File: src/rtl/divgen_pkg.sv
// Shared definitions for the sequential restoring divider.
package divgen_pkg;

    // Operand/result width used when no override is given.
    localparam int unsigned DEFAULT_WIDTH = 32;

    // Controller phases: idle, one quotient bit per RUN cycle, sign fixup, result pulse.
    typedef enum logic [1:0] {
        IDLE,
        RUN,
        FIX,
        DONE
    } state_t;

    // Quotient reported for a zero divisor (every bit set).
    localparam logic [DEFAULT_WIDTH-1:0] DZ_QUOTIENT = '1;

endpackage

File: src/rtl/divgen_seq_if.sv
// Request/result bundle of the divider: start handshake, operands, results.
interface divgen_seq_if
    import divgen_pkg::*;
#(
    parameter int unsigned WIDTH = DEFAULT_WIDTH
);

    logic             start;
    logic             sgn;
    logic [WIDTH-1:0] dividend;
    logic [WIDTH-1:0] divisor;
    logic             busy;
    logic             done;
    logic [WIDTH-1:0] quotient;
    logic [WIDTH-1:0] remainder;
    logic             div_zero;

    // Requester side (execution cluster issue logic / testbench).
    modport master (
        output start, sgn, dividend, divisor,
        input  busy, done, quotient, remainder, div_zero
    );

    // Divider side.
    modport slave (
        input  start, sgn, dividend, divisor,
        output busy, done, quotient, remainder, div_zero
    );

endinterface

File: src/rtl/divgen_step.sv
// Combinational single-bit restoring division stage.
// Shifts the next dividend bit into the partial remainder, trial-subtracts the
// divisor through a WIDTH+1-bit ripple of full adders and either keeps the
// difference (quotient bit 1) or restores the shifted remainder (quotient bit 0).
module divgen_step
    import divgen_pkg::*;
#(
    parameter int unsigned WIDTH = DEFAULT_WIDTH
) (
    input  logic [WIDTH-2:0] rem_in,
    input  logic [WIDTH-1:0] divisor,
    input  logic             dvd_bit,
    output logic [WIDTH-1:0] rem_out,
    output logic             q_bit
);

    logic [WIDTH:0]   partial;
    logic [WIDTH:0]   subtrahend;
    logic [WIDTH:0]   diff;
    logic [WIDTH+1:0] carry;

    // The running remainder never reaches 2^(WIDTH-1) before a shift (it is
    // bounded by the dividend prefix consumed so far), so its MSB can be dropped.
    assign partial    = {1'b0, rem_in, dvd_bit};
    assign subtrahend = ~{1'b0, divisor};
    assign carry[0]   = 1'b1;

    for (genvar i = 0; i <= WIDTH; i++) begin : g_sub
        mulgen_FA u_fa (
            .a    (partial[i]),
            .b    (subtrahend[i]),
            .cin  (carry[i]),
            .sum  (diff[i]),
            .cout (carry[i+1])
        );
    end

    // Carry out of the subtract means no borrow: the difference is non-negative.
    assign q_bit   = carry[WIDTH+1];
    assign rem_out = diff[WIDTH] ? partial[WIDTH-1:0] : diff[WIDTH-1:0];

endmodule

File: src/rtl/mulgen_FA.sv
// One-bit full adder primitive shared with the multiplier generator.
module mulgen_FA (
    input  logic a,
    input  logic b,
    input  logic cin,
    output logic sum,
    output logic cout
);

    assign sum  = a ^ b ^ cin;
    assign cout = (a & b) | (a & cin) | (b & cin);

endmodule

File: src/rtl/divgen_seq.sv
// Iterative radix-2 restoring divider, signed or unsigned, start/done handshake.
// Magnitudes are divided; signs are applied in a single fixup cycle at the end.
module divgen_seq
    import divgen_pkg::*;
#(
    parameter int unsigned WIDTH = DEFAULT_WIDTH
) (
    input  logic        clk,
    input  logic        rst,
    divgen_seq_if.slave bus
);

    localparam int unsigned CW = $clog2(WIDTH + 1);

    state_t           state;
    logic [CW-1:0]    count;
    logic [WIDTH-1:0] dvd;
    logic [WIDTH-1:0] dsr;
    logic [WIDTH-1:0] rem;
    logic [WIDTH-1:0] quo;
    logic             q_neg;
    logic             r_neg;
    logic             dz;

    logic             busy_q;
    logic             done_q;
    logic [WIDTH-1:0] quo_q;
    logic [WIDTH-1:0] rem_q;
    logic             dz_q;

    logic             dividend_neg;
    logic             divisor_neg;
    logic [WIDTH-1:0] dividend_mag;
    logic [WIDTH-1:0] divisor_mag;
    logic [WIDTH-1:0] step_rem;
    logic             step_q;

    assign dividend_neg = bus.sgn & bus.dividend[WIDTH-1];
    assign divisor_neg  = bus.sgn & bus.divisor[WIDTH-1];
    assign dividend_mag = dividend_neg ? -bus.dividend : bus.dividend;
    assign divisor_mag  = divisor_neg ? -bus.divisor : bus.divisor;

    divgen_step #(
        .WIDTH (WIDTH)
    ) u_step (
        .rem_in  (rem[WIDTH-2:0]),
        .divisor (dsr),
        .dvd_bit (dvd[WIDTH-1]),
        .rem_out (step_rem),
        .q_bit   (step_q)
    );

    assign bus.busy      = busy_q;
    assign bus.done      = done_q;
    assign bus.quotient  = quo_q;
    assign bus.remainder = rem_q;
    assign bus.div_zero  = dz_q;

    // Controller, shift registers, sign fixup and registered result outputs.
    always_ff @(posedge clk) begin
        if (rst) begin
            state  <= IDLE;
            count  <= '0;
            dvd    <= '0;
            dsr    <= '0;
            rem    <= '0;
            quo    <= '0;
            q_neg  <= 1'b0;
            r_neg  <= 1'b0;
            dz     <= 1'b0;
            busy_q <= 1'b0;
            done_q <= 1'b0;
            quo_q  <= '0;
            rem_q  <= '0;
            dz_q   <= 1'b0;
        end else begin
            case (state)
                IDLE: begin
                    if (bus.start) begin
                        q_neg  <= dividend_neg ^ divisor_neg;
                        r_neg  <= dividend_neg;
                        dsr    <= divisor_mag;
                        rem    <= '0;
                        quo    <= '0;
                        count  <= CW'(WIDTH);
                        busy_q <= 1'b1;
                        if (bus.divisor == '0) begin
                            // Raw dividend is kept so it can be returned as the remainder.
                            dz    <= 1'b1;
                            dvd   <= bus.dividend;
                            state <= FIX;
                        end else begin
                            dz    <= 1'b0;
                            dvd   <= dividend_mag;
                            state <= RUN;
                        end
                    end
                end
                RUN: begin
                    rem   <= step_rem;
                    quo   <= {quo[WIDTH-2:0], step_q};
                    dvd   <= {dvd[WIDTH-2:0], 1'b0};
                    count <= count - 1'b1;
                    if (count == CW'(1)) begin
                        state <= FIX;
                    end
                end
                FIX: begin
                    if (dz) begin
                        quo_q <= {WIDTH{DZ_QUOTIENT[0]}};
                        rem_q <= dvd;
                        dz_q  <= 1'b1;
                    end else begin
                        quo_q <= q_neg ? -quo : quo;
                        rem_q <= r_neg ? -rem : rem;
                        dz_q  <= 1'b0;
                    end
                    busy_q <= 1'b0;
                    done_q <= 1'b1;
                    state  <= DONE;
                end
                DONE: begin
                    done_q <= 1'b0;
                    state  <= IDLE;
                end
                default: begin
                    state <= IDLE;
                end
            endcase
        end
    end

endmodule

File: src/flat_wrapper.sv
// flat-port wrapper written by rule: the top's interface ports become plain ports
module divgen_seq_flat import divgen_pkg::*;
#(
    parameter int unsigned WIDTH = DEFAULT_WIDTH
)
  (clk, rst, bus_start, bus_sgn, bus_dividend, bus_divisor, bus_busy, bus_done, bus_quotient, bus_remainder, bus_div_zero);
  divgen_seq_if #(.WIDTH(WIDTH)) bus_i ();
  input  logic clk;
  input  logic rst;
  input wire logic [$bits(bus_i.start)-1:0] bus_start;
  input wire logic [$bits(bus_i.sgn)-1:0] bus_sgn;
  input wire logic [$bits(bus_i.dividend)-1:0] bus_dividend;
  input wire logic [$bits(bus_i.divisor)-1:0] bus_divisor;
  output wire logic [$bits(bus_i.busy)-1:0] bus_busy;
  output wire logic [$bits(bus_i.done)-1:0] bus_done;
  output wire logic [$bits(bus_i.quotient)-1:0] bus_quotient;
  output wire logic [$bits(bus_i.remainder)-1:0] bus_remainder;
  output wire logic [$bits(bus_i.div_zero)-1:0] bus_div_zero;
  assign bus_i.start = bus_start;
  assign bus_i.sgn = bus_sgn;
  assign bus_i.dividend = bus_dividend;
  assign bus_i.divisor = bus_divisor;
  assign bus_busy = bus_i.busy;
  assign bus_done = bus_i.done;
  assign bus_quotient = bus_i.quotient;
  assign bus_remainder = bus_i.remainder;
  assign bus_div_zero = bus_i.div_zero;
  divgen_seq #(.WIDTH(WIDTH)) u_core (.clk(clk), .rst(rst), .bus(bus_i));
endmodule
File: config.mk
export PLATFORM = sky130hd
export DESIGN_NAME = divgen_seq_flat
export DESIGN_NICKNAME = d
export VERILOG_FILES = /design/src/rtl/divgen_pkg.sv /design/src/rtl/divgen_seq_if.sv /design/src/rtl/divgen_step.sv /design/src/rtl/mulgen_FA.sv /design/src/rtl/divgen_seq.sv /design/src/flat_wrapper.sv
export SDC_FILE = /design/constraint.sdc
export NUM_CORES = 1
export LEC_CHECK = 0
export ABC_AREA = 1
export CAP_MARGIN = 30
export CORE_MARGIN = 10
export CORE_UTILIZATION = 55
export DETAILED_ROUTE_END_ITERATION = 10
export PLACE_DENSITY = 0.78
export SLEW_MARGIN = 20
export SYNTH_ARGS = -nofsm -noshare
export SYNTH_HDL_FRONTEND = slang
export SYNTH_SLANG_ARGS = --single-unit
export TNS_END_PERCENT = 1
File: constraint.sdc
create_clock -name clk -period 28.6 [get_ports clk]
set_input_delay 7.15 -clock clk [delete_from_list [all_inputs] [get_ports clk]]
set_output_delay 7.15 -clock clk [all_outputs]
set_load 0.02 [all_outputs]
==> metrics.yaml <==
synthTopCellsByCount: "nand2_1, inv_1, a21oi_1"
fin_crit_sh: 0.4807
max_freq_mhz: 72.74
die-width_microns: 172.9
rows: 55
cts.clk_slew.worst_paths_ns: 0.06
yosysUniqueCellTypes: 44
critical_path_arrival_ns: 14.11
ant_nets: 0
max_slew_margin: 0.3602
holdCritPathClass: "flip-flop to flip-flop"
hpwl_mm: 25.88
period_minus_slack_ns: 13.75
p_leak_nw: 6.433
grt_pass1_wl_mm: 61.42
root_buffer: "clkbuf_16"
fin_nets: 2162
antenna_found_initial: 0
htree_levels: 1
area_delta_synth_final_pct: 16.74
layout-drive-gt1-share: 0.04552
rsz0062_at_grt: "no"
die_h_microns: 172.9
regToRegStartpoint: "u_core.dvd[31]"
die_area_sq_um: 29880
n_antenna_cell: 0
start_util: 0.5624
routed_wl_mm: 36.42
vias_per_cell: 5.575
clock_path_buffers: 3
syn-cell-area_sq_um: 12850
grtUsageTotal: 0.2357
synth-seq-cells: 206
cts_buffers: 24
synth_flop_cell: "dfxtp_1"
postCtsHoldBufs: 0
grt_start_max_net_pins: 89
cts_tree: "done"
drv_slew: 0
synth_cells: 1984
syn_nets: 2094
final_core_util: 0.6566
cts_resized: 0
hold-path-endpoint: "u_core.bus.remainder[26]"
syn_area_per_cell_sq_um: 6.477
yosysTopAreaCell: "dfxtp_1"
drtIter0Drc: 1414
worstMarginPinSlew_ns: 0.9597
post_cts_buffers: 0
gp_congestion: 0.9254
drv_cap: 0
avgRoutedWirePerCell_microns: 15.31
setup_tns_ns: 0
crit_path_start_kind: "flip-flop"
rr_worst_depth: 42
numPortBuffers: 134
crit_type: "flip-flop to flip-flop"
hold_start: "u_core.bus.remainder[26]"
synth.most_common_cell: "nand2_1"
cp_max_fo: 61
route.detailed.drc: 0
cpMaxStageDelayCell: "buf_4"
synth_top_area_frac: 0.3209
cts_num_sinks: 206
gr-total-overflow: 0
setup_viol: 0
clock_skew_ns: 0.01094
core_region_area_sq_um: 22850
cpMostUsedCell: "fa_1"
num_io_pins: 135
cp_slowest_stage_delay_ns: 0.47
vias: 13260
power.density_nw_per_um2: 72.70
required_ns: 28.96
ir_worst_vdd_mv: 0.05658
hold_depth: 2
grt_pass1_vias: 12330
hold_viol: 0
end_kind: "flip-flop"
nFillCells: 2145
r2r_end: "u_core.rem[23]"
ys_seq_area_frac: 0.3209
ys_top_cells_by_area: "dfxtp_1, nand2_1, a21oi_1"
yosys_warnings: 0
r2r_slack_ns: 14.85
status: "complete, no violations"
async_flop_share: 0
synth-edff-count: 0
insertion_delay_ns: 0.52
first_pass_iters: 6
## stage by stage
step                      power, mW  hold slack, ns  cells  worst slack, ns  area (sq um)
final                         1.091          0.4648   2378            14.85         15000
after global placement       0.7904          0.4513   2337            15.09         14230
after floorplan              0.6731          0.4401   1984            15.98         12850
after detailed placement     0.7992          0.4551   2337            14.97         14230
after global routing          1.167          0.4819   2378            14.34         15000
after CTS                     1.088          0.4651   2376            14.92         14960
## worst max-delay path, delay by kind of cell, from the launching register on
family / cells / cell delay [ns]
fa+ha+maj: 32 / 11.68
buf+inv: 7 / 1.03
simple gates: 1 / 0.34
compound gates: 2 / 0.19
flops: 1 / 0.32
## registers in the layout (all words and copies together), names as in the netlist
signal	flops
u_core.bus.busy	1
u_core.bus.div_zero	1
u_core.bus.done	1
u_core.bus.quotient	32
u_core.bus.remainder	32
u_core.count	6
u_core.dsr	32
u_core.dvd	32
u_core.dz	1
u_core.q_neg	1
u_core.quo	32
u_core.r_neg	1
u_core.rem	32
u_core.state	2
## layer usage
metal  global-route usage  up-vias  wire (microns)
li1                     -     6617               -
met1               0.3318     6082           17210
met2               0.3750      518           16100
met3              0.03442       41            2532
met4              0.04851        0             574
met5                    0        -               0
## power breakdown
part           internal, mW  total (mW)  switching, mW
Sequential            0.342       0.376         0.0345
Clock                 0.169       0.288          0.119
Combinational         0.149       0.426          0.277
## worst max-delay path by stage
| stage | from | to | slack (ns) |
|---|---|---|---|
| final | u_core.dvd[31] | u_core.rem[23] | 14.85 |
| after global routing | u_core.dvd[31] | u_core.rem[23] | 14.34 |
| after CTS | u_core.dvd[31] | u_core.rem[23] | 14.92 |
| after floorplan | u_core.dvd[31] | u_core.rem[30] | 15.98 |
| after global placement | u_core.dvd[31] | u_core.rem[5] | 15.09 |
| after detailed placement | u_core.dvd[31] | u_core.rem[23] | 14.97 |
## kinds of logic after synthesis
group	count (synthesis)	synth area share
simple gates	940	0.3118
compound gates	406	0.1782
buf+inv	361	0.1103
flops	206	0.3209
fa+ha+maj	42	0.05901
xor+xnor	29	0.01977
## final cells by class
class | instances | area (sq um) | share of cell area
Multi-Input combinational cell | 1417 | 7321 | 0.4880
Sequential cell | 206 | 4124 | 0.2749
Timing Repair Buffer | 149 | 1479 | 0.09859
Inverter | 254 | 954.7 | 0.06364
Clock buffer | 37 | 709.4 | 0.04729
Tap cell | 313 | 391.6 | 0.02611
Clock inverter | 2 | 21.27 | 0.001418
## cells in the final DEF (no fill, tap or decap), types with 3 or more instances in the layout
master / n
nand2_1: 508
inv_1: 246
a21oi_1: 216
dfxtp_1: 206
nor2_1: 164
nand3_1: 163
clkdlybuf4s50_1: 133
o21ai_0: 90
nand4_1: 48
o211ai_1: 47
fa_1: 30
xor2_1: 29
clkbuf_16: 24
nor3_1: 19
a31oi_1: 19
o221ai_1: 14
buf_4: 14
nor2_2: 12
ha_1: 11
or2_2: 8
clkbuf_1: 7
inv_2: 6
clkbuf_8: 6
nand3b_1: 5
nand2_2: 4
o21ai_1: 4
o31ai_1: 3
nor2_4: 3
Note: power is estimated with default switching activity, not from simulation.
